--- config.mk ---
export PLATFORM = sky130hd
export DESIGN_NAME = uart_tx_ctrl_flat
export DESIGN_NICKNAME = d
export VERILOG_FILES = /design/src/rtl/uart_tx_ctrl_if.sv /design/src/rtl/uart_tx_ctrl.sv /design/src/flat_wrapper.sv
export SDC_FILE = /design/constraint.sdc
export NUM_CORES = 1
export LEC_CHECK = 0
export BUFFER_PORTS_ARGS = -buffer_cell sky130_fd_sc_hd__buf_2
export CELL_PAD_IN_SITES_DETAIL_PLACEMENT = 2
export CELL_PAD_IN_SITES_GLOBAL_PLACEMENT = 2
export CORE_MARGIN = 2
export CORE_UTILIZATION = 27
export DETAILED_ROUTE_END_ITERATION = 8
export GPL_ROUTABILITY_DRIVEN = 0
export PLACE_DENSITY_LB_ADDON = 0.1
export SYNTH_ARGS = -nofsm -noshare
export SYNTH_HDL_FRONTEND = slang
export SYNTH_SLANG_ARGS = --single-unit
export TNS_END_PERCENT = 1
--- constraint.sdc ---
create_clock -name baud_rate_tx -period 2.4 [get_ports baud_rate_tx]
set_input_delay 0.6 -clock baud_rate_tx [delete_from_list [all_inputs] [get_ports baud_rate_tx]]
set_output_delay 0.6 -clock baud_rate_tx [all_outputs]
set_load 0.02 [all_outputs]
--- src/rtl/uart_tx_ctrl_if.sv ---
// ============================================================================
// Module      : uart_tx_ctrl_if
// Description : Handshake, PISO-control and serial-line bundle for uart_tx_ctrl.
// Revision    : 1.0 - initial release
// ============================================================================
`default_nettype none

interface uart_tx_ctrl_if #(
    parameter int DATA_WIDTH = 8
);
    logic                  data_valid;
    logic [DATA_WIDTH-1:0] p_data_in;
    logic                  parity_en;
    logic                  parity_type;
    logic                  ser_in;
    logic                  load;
    logic                  shift;
    logic                  parity_bit;
    logic                  tx_out;
    logic                  busy;
    logic                  done;

    // Requester / PISO side
    modport master (
        output data_valid, p_data_in, parity_en, parity_type, ser_in,
        input  load, shift, parity_bit, tx_out, busy, done
    );

    // Frame controller side
    modport slave (
        input  data_valid, p_data_in, parity_en, parity_type, ser_in,
        output load, shift, parity_bit, tx_out, busy, done
    );
endinterface

`default_nettype wire

--- src/rtl/uart_tx_ctrl.sv ---
// ============================================================================
// Module      : uart_tx_ctrl
// Description : UART transmit frame sequencer; drives PISO load/shift and muxes
//               start/data/parity/stop bits onto the line, one bit per clock.
// Revision    : 1.0 - initial release
// ============================================================================
`default_nettype none

module uart_tx_ctrl #(
    parameter int DATA_WIDTH = 8,
    parameter int STOP_BITS  = 1
) (
    input  wire logic         baud_rate_tx,
    input  wire logic         rst,
    uart_tx_ctrl_if.slave     bus
);

    localparam int CNT_W = $clog2(DATA_WIDTH + STOP_BITS + 1);

    localparam logic [2:0] c_IDLE   = 3'd0;
    localparam logic [2:0] c_START  = 3'd1;
    localparam logic [2:0] c_DATA   = 3'd2;
    localparam logic [2:0] c_PARITY = 3'd3;
    localparam logic [2:0] c_STOP   = 3'd4;

    localparam logic [CNT_W-1:0] c_LAST_DATA = CNT_W'(DATA_WIDTH - 1);
    localparam logic [CNT_W-1:0] c_LAST_STOP = CNT_W'(STOP_BITS - 1);

    logic [2:0]       r_state_q,  w_state_d;
    logic [CNT_W-1:0] r_cnt_q,    w_cnt_d;
    logic             r_parity_q, w_parity_d;
    logic             r_par_en_q, w_par_en_d;
    logic             w_last_stop;
    logic             w_accept;

    assign w_last_stop = (r_state_q == c_STOP) && (r_cnt_q == c_LAST_STOP);
    // A new frame is only taken from idle or from the final stop bit.
    assign w_accept    = bus.data_valid && ((r_state_q == c_IDLE) || w_last_stop);

    always_ff @(posedge baud_rate_tx) begin
        if (rst) begin
            r_state_q  <= c_IDLE;
            r_cnt_q    <= '0;
            r_parity_q <= 1'b0;
            r_par_en_q <= 1'b0;
        end else begin
            r_state_q  <= w_state_d;
            r_cnt_q    <= w_cnt_d;
            r_parity_q <= w_parity_d;
            r_par_en_q <= w_par_en_d;
        end
    end

    always_comb begin
        w_state_d  = r_state_q;
        w_cnt_d    = r_cnt_q;
        w_parity_d = r_parity_q;
        w_par_en_d = r_par_en_q;
        case (r_state_q)
            c_IDLE: begin
                w_cnt_d = '0;
                if (w_accept) w_state_d = c_START;
            end
            c_START: begin
                w_cnt_d   = '0;
                w_state_d = c_DATA;
            end
            c_DATA: begin
                if (r_cnt_q == c_LAST_DATA) begin
                    w_cnt_d   = '0;
                    w_state_d = r_par_en_q ? c_PARITY : c_STOP;
                end else begin
                    w_cnt_d = r_cnt_q + CNT_W'(1);
                end
            end
            c_PARITY: begin
                w_cnt_d   = '0;
                w_state_d = c_STOP;
            end
            c_STOP: begin
                if (r_cnt_q == c_LAST_STOP) begin
                    w_cnt_d   = '0;
                    w_state_d = w_accept ? c_START : c_IDLE;
                end else begin
                    w_cnt_d = r_cnt_q + CNT_W'(1);
                end
            end
            default: begin
                w_cnt_d   = '0;
                w_state_d = c_IDLE;
            end
        endcase
        if (w_accept) begin
            w_parity_d = (^bus.p_data_in) ^ bus.parity_type;
            w_par_en_d = bus.parity_en;
        end
    end

    always_comb begin
        bus.tx_out     = 1'b1;
        bus.busy       = 1'b1;
        bus.load       = w_accept;
        bus.shift      = 1'b0;
        bus.done       = w_last_stop;
        bus.parity_bit = r_parity_q;
        case (r_state_q)
            c_IDLE:   bus.busy   = 1'b0;
            c_START:  bus.tx_out = 1'b0;
            c_DATA: begin
                bus.tx_out = bus.ser_in;
                // No shift after the last bit: the next load must see a quiet PISO.
                bus.shift  = (r_cnt_q < c_LAST_DATA);
            end
            c_PARITY: bus.tx_out = r_parity_q;
            c_STOP:   bus.tx_out = 1'b1;
            default:  bus.busy   = 1'b0;
        endcase
    end

endmodule

`default_nettype wire

--- src/flat_wrapper.sv ---
// flat-port wrapper written by rule: the top's interface ports become plain ports
module uart_tx_ctrl_flat 
#(
    parameter int DATA_WIDTH = 8,
    parameter int STOP_BITS  = 1
)
  (baud_rate_tx, rst, bus_data_valid, bus_p_data_in, bus_parity_en, bus_parity_type, bus_ser_in, bus_load, bus_shift, bus_parity_bit, bus_tx_out, bus_busy, bus_done);
  uart_tx_ctrl_if #(.DATA_WIDTH(DATA_WIDTH)) bus_i ();
  input  wire logic baud_rate_tx;
  input  wire logic rst;
  input wire logic [$bits(bus_i.data_valid)-1:0] bus_data_valid;
  input wire logic [$bits(bus_i.p_data_in)-1:0] bus_p_data_in;
  input wire logic [$bits(bus_i.parity_en)-1:0] bus_parity_en;
  input wire logic [$bits(bus_i.parity_type)-1:0] bus_parity_type;
  input wire logic [$bits(bus_i.ser_in)-1:0] bus_ser_in;
  output wire logic [$bits(bus_i.load)-1:0] bus_load;
  output wire logic [$bits(bus_i.shift)-1:0] bus_shift;
  output wire logic [$bits(bus_i.parity_bit)-1:0] bus_parity_bit;
  output wire logic [$bits(bus_i.tx_out)-1:0] bus_tx_out;
  output wire logic [$bits(bus_i.busy)-1:0] bus_busy;
  output wire logic [$bits(bus_i.done)-1:0] bus_done;
  assign bus_i.data_valid = bus_data_valid;
  assign bus_i.p_data_in = bus_p_data_in;
  assign bus_i.parity_en = bus_parity_en;
  assign bus_i.parity_type = bus_parity_type;
  assign bus_i.ser_in = bus_ser_in;
  assign bus_load = bus_i.load;
  assign bus_shift = bus_i.shift;
  assign bus_parity_bit = bus_i.parity_bit;
  assign bus_tx_out = bus_i.tx_out;
  assign bus_busy = bus_i.busy;
  assign bus_done = bus_i.done;
  uart_tx_ctrl #(.DATA_WIDTH(DATA_WIDTH), .STOP_BITS(STOP_BITS)) u_core (.baud_rate_tx(baud_rate_tx), .rst(rst), .bus(bus_i));
endmodule
# Yosys cells after proc, flatten, opt, wreduce, memory -nomap -nowiden
# Cells that the tools add are included.
# Widths: inputs -> output; s select.
# op_classes
addsub	1
n_reduce_logical	8
mux	12
order_cmp	1
n_eq_ne	8
n_bitwise	1
# ops
op	n
$pmux 3 s5	1
$mux 3	4
$mux 4	2
$pmux 4 s2	1
$reduce_xor 8->1	1
$eq 3x2->1 const B	2
$add 4x1->4 const B	1
$eq 4x3->1 const B	1
$logic_not 4->1	1
$lt 4x3->1 const B	1
$ne 2x1->1 const B	2
$reduce_or 4->1	1
$eq 3x1->1 const B	1
$eq 3x3->1 const B	1
$logic_not 3->1	1
$mux 1	3
$pmux 1 s3	1
$reduce_and 3->1	1
$logic_and 1x1->1	2
$ne 2x2->1 const B	1
$logic_or 1x1->1	1
$xor 1x1->1	1
# word_totals
output_inout_bits	6
ff_bits	9
inputBits	14

# Logic depth before layout (Yosys ltp)
# logic_depth
word_depth	7
depth_mapped	6
depth_no_buf	6

# Least setup slack after synthesis
# OpenSTA, ideal clock, no wires.
# synth_timing
path_kind	reg2out
startpoint	reg u_core.r_cnt_q[0]
endpoint	out bus_done
arrival_time_ns	1.593
setup_slack_ns	0.207
path_stages_with_launch	5
required_time_ns	1.800
path_cell_list	dfxtp_1 > inv_1 > ha_1 > or3b_4 > nor4_1
# synth_via
elab_chain_len	2
# synth_rtl
element	line_no	source
start, declared	uart_tx_ctrl.sv:30	logic [CNT_W-1:0] r_cnt_q, w_cnt_d;
start signal, assigned	uart_tx_ctrl.sv:48	r_cnt_q <= w_cnt_d;
$logic_not 4->1	uart_tx_ctrl.sv:36	assign w_last_stop = (r_state_q == c_STOP) && (r_cnt_q == c_LAST_STOP);
$logic_and 1x1->1	uart_tx_ctrl.sv:36	
end, declared	flat_wrapper.sv:21	output wire logic [$bits(bus_i.done)-1:0] bus_done;
# Every way passes these cells.

# Worst setup path in the final report
# layout_timing
startpoint	reg u_core.r_cnt_q[0]
endpoint	out bus_load
# layout_via
elab_chain_len	4
# layout_rtl
element	line_no	source
$logic_not 4->1	uart_tx_ctrl.sv:36	
$logic_and 1x1->1	uart_tx_ctrl.sv:36	
$logic_or 1x1->1	uart_tx_ctrl.sv:38	assign w_accept = bus.data_valid && ((r_state_q == c_IDLE) || w_last_stop);
$logic_and 1x1->1	uart_tx_ctrl.sv:38	
end, declared	flat_wrapper.sv:16	output wire logic [$bits(bus_i.load)-1:0] bus_load;
# Every way passes these cells.

==> impl_metrics.py <==
metrics = {
    "status": {
        "status": "complete, no violations",
    },
    "clocking": {
        "cts.sink_count": 9,
        "clk_path_buf_depth": 2,
        "clock_latency_ns": 0.26,
        "cts_made_buffers": 3,
        "htree_levels": 1,
        "holdBufCountCts": 0,
        "clockRootBuffer": "clkbuf_4",
        "path_clk_slew_ns": 0.06,
        "cts_tree": "yes",
    },
    "synth": {
        "syn_inst": 68,
        "ys_types": 30,
        "synthFlopType": "dfxtp_1",
        "synth_fp_nets": 84,
        "ys_seq_area_share_pct": 29.57,
        "synth_edf_count": 0,
        "ys_ff_latch": 9,
        "async_flop_share_pct": 0,
        "yosysWarnings": 0,
        "synth_area_um2": 609.3,
        "synth.avg_cell_area_um2": 8.961,
    },
    "power": {
        "powerDensity_nw_per_um2": 925.7,
        "seqPwrFrac_pct": 32.5,
        "p_int_w": 0.0004066,
        "clkPwrFrac_pct": 16.8,
        "switching_power_w": 0.0003138,
        "leakage_nw": 0.3208,
        "vdd.ir_drop.worst_v": 0.0003312,
        "total_power_w": 0.0007205,
        "p_sw_share_pct": 43.56,
        "comb_power_share_pct": 50.7,
    },
    "global_routing": {
        "grt_max_degree": 12,
        "grt_first_pass_wirelength_um": 2884,
        "gr-total-overflow": 0,
        "grt_pass1_vias": 643,
        "antenna_found_initial": 0,
        "grt_use_total_pct": 14.68,
    },
    "setup_path": {
        "critPathBufInv": 2,
        "crit_chain": "inv_1 > ha_1 > or3b_4 > a2111oi_4 > buf_4",
        "critPathSlowestCell": "or3b_4",
        "critical_path_arrival_ns": 1.70,
        "startpoint_type": "register",
        "max_stage_delay_ns": 0.41,
        "crit_type": "register to output pin",
        "cp_top_family": "simple AND/OR/NAND/NOR gates",
        "cp_data_required_time_ns": 1.80,
        "cp_max_fo": 4,
        "cp-end-kind": "output pin",
    },
    "sta": {
        "worst_pin_slew_ns": 0.4546,
        "setup_viol": 0,
        "rsz0062_at_grt": "no",
        "fin_skew_ns": 0.01019,
        "period_minus_slack_ns": 2.304,
        "holdWs_ns": 0.4408,
        "drv_slew": 0,
        "finalCritPeriodShare_pct": 96.01,
        "hold_viol": 0,
        "relSlewSlack_pct": 69.65,
        "tns_ns": 0,
        "fmax_ghz": 0.4340,
    },
    "detailed_routing": {
        "remaining_drc_errors": 0,
        "routedWlPerCell_um": 14.14,
        "routed_wl_um": 1668,
        "drtIter0Drc": 2,
        "via_count": 573,
        "antenna_left": 0,
        "firstDrtPassIters": 3,
        "vias_per_cell": 4.856,
    },
    "run": {
        "drv_cap": 0,
    },
    "placed_design": {
        "hpwl_um": 1326,
        "port_buffers": 19,
        "dp_cells": 114,
    },
    "worst_hold_path": {
        "hold_path_class": "register to register",
    },
    "die": {
        "initial_core_util_pct": 28.09,
        "io_pins": 20,
        "die-width_um": 51.51,
        "rows": 17,
        "core_um2": 2170,
        "die_h_um": 51.51,
        "die-area_um2": 2653,
    },
    "layout": {
        "drive_gt1_share_pct": 35.56,
        "n_fill_cell": 289,
        "instances_no_fill": 118,
        "antenna_cells": 0,
        "syn2layout_area_growth_pct": 27.72,
        "fin_nets": 107,
    },
}
==> per-stage QoR <==
step | instance area, um^2 | utilization [%] | setup slack, ns
final | 778.2 | 35.87 | 0.09569
after global routing | 778.2 | 35.87 | 0.009814
after CTS | 775.7 | 35.76 | 0.003642
after detailed placement | 740.7 | 34.14 | 0.2834
after global placement | 740.7 | 34.14 | 0.2992
after floorplan | 609.3 | - | 0.2066
==> registers in the layout (all words and copies together), names as in the netlist <==
register and cells:
u_core.bus.parity_bit 1, u_core.r_state_q 3, u_core.r_cnt_q 4, u_core.r_par_en_q 1
==> placed cells by master, fill, tap and decap left out, drive strengths merged <==
master	count
buf	22
dfxtp	9
xnor2	6
inv	5
nor2	5
o21ai	4
clkbuf	4
nor3b	3
nand2	3
a21oi	3
nand3	3
xor2	3
nor3	2
ha	2
or3b	2
nor4	2
a2111oi	1
a21boi	1
nor2b	1
a211oi	1
a31oi	1
xnor3	1
nand4bb	1
o311ai	1
mux2i	1
a21bo	1
o2111ai	1
and2	1
==> power by group through the flow <==
stage | combinational, W | clock, W | sequential, W
3_5_place_dp | 0.000364 | 0 | 0.000236
2_1_floorplan | 0.000277 | 0 | 0.000203
5_1_grt | 0.000408 | 0.000135 | 0.000241
3_3_place_gp | 0.000356 | 0 | 0.000235
4_1_cts | 0.000372 | 0.000128 | 0.000235
6_report | 0.000365 | 0.000121 | 0.000234
==> cell families (layout without fill, tap and decap cells) <==
logic type               count (synthesis)  in the layout  synth area share (%)
XOR/XNOR                                10             10                 16.63
multiplexers                             1              1                 1.643
adder cells (fa/ha/maj)                  2              2                 4.106
AND/OR/NAND/NOR                         23             23                 21.97
AO/OA/AOI/OAI                           14             14                 19.51
buffers and inverters                    9             31                 6.571
flip-flops                               9              9                 29.57
==> final cells by class <==
cell class | count | area, um^2 | share of cell area (%)
clock buffers | 4 | 26.28 | 3.376
inverters | 5 | 18.77 | 2.412
multi-input cells | 50 | 395.4 | 50.80
flip-flops and latches | 9 | 182.7 | 23.47
well taps | 28 | 35.03 | 4.502
repair buffers | 22 | 120.1 | 15.43
==> cells in the mapped netlist, types with 2 or more instances <==
cell type	number	area share [%]
nor3_1	2	1.6
inv_1	5	3.1
o21ai_0	4	3.3
dfxtp_1	9	30
xnor2_1	6	8.6
nor2_1	5	3.1
buf_2	2	1.6
nor4_1	2	2.1
nor3b_1	3	3.7
nand2_1	3	1.8
nand3_1	3	2.5
ha_1	2	4.1
xor2_1	3	4.3
a21oi_1	3	2.5
==> repair_timing <==
item | CTS | global route
cloned | 0 | 0
endpoints found under the setup margin | 2 | 1
gates resized for setup | 2 | 2
buffers inserted | 0 | 0
pin swaps | 0 | 1
==> final timing paths <==
kind | slack (ns) | from | end | cells after the start
worst max-delay path | 0.1 | u_core.r_cnt_q[0] | bus_load | 5
worst min-delay path | 0.44 | u_core.r_cnt_q[0] | u_core.r_cnt_q[0] | 1
worst max register to register | 0.62 | u_core.r_cnt_q[0] | u_core.bus.parity_bit | 7
worst min register to register | 0.44 | u_core.r_cnt_q[0] | u_core.r_cnt_q[0] | 1
==> per-layer routing <==
layer	track usage, %	vias to the layer above	part of all wire (%)
met5	0	-	0
met1	17.23	278	43
met2	26.28	11	53
li1	-	282	-
met4	6.579	0	1.2
met3	2.011	2	3.5
Note: power is estimated with default switching activity, not from simulation.
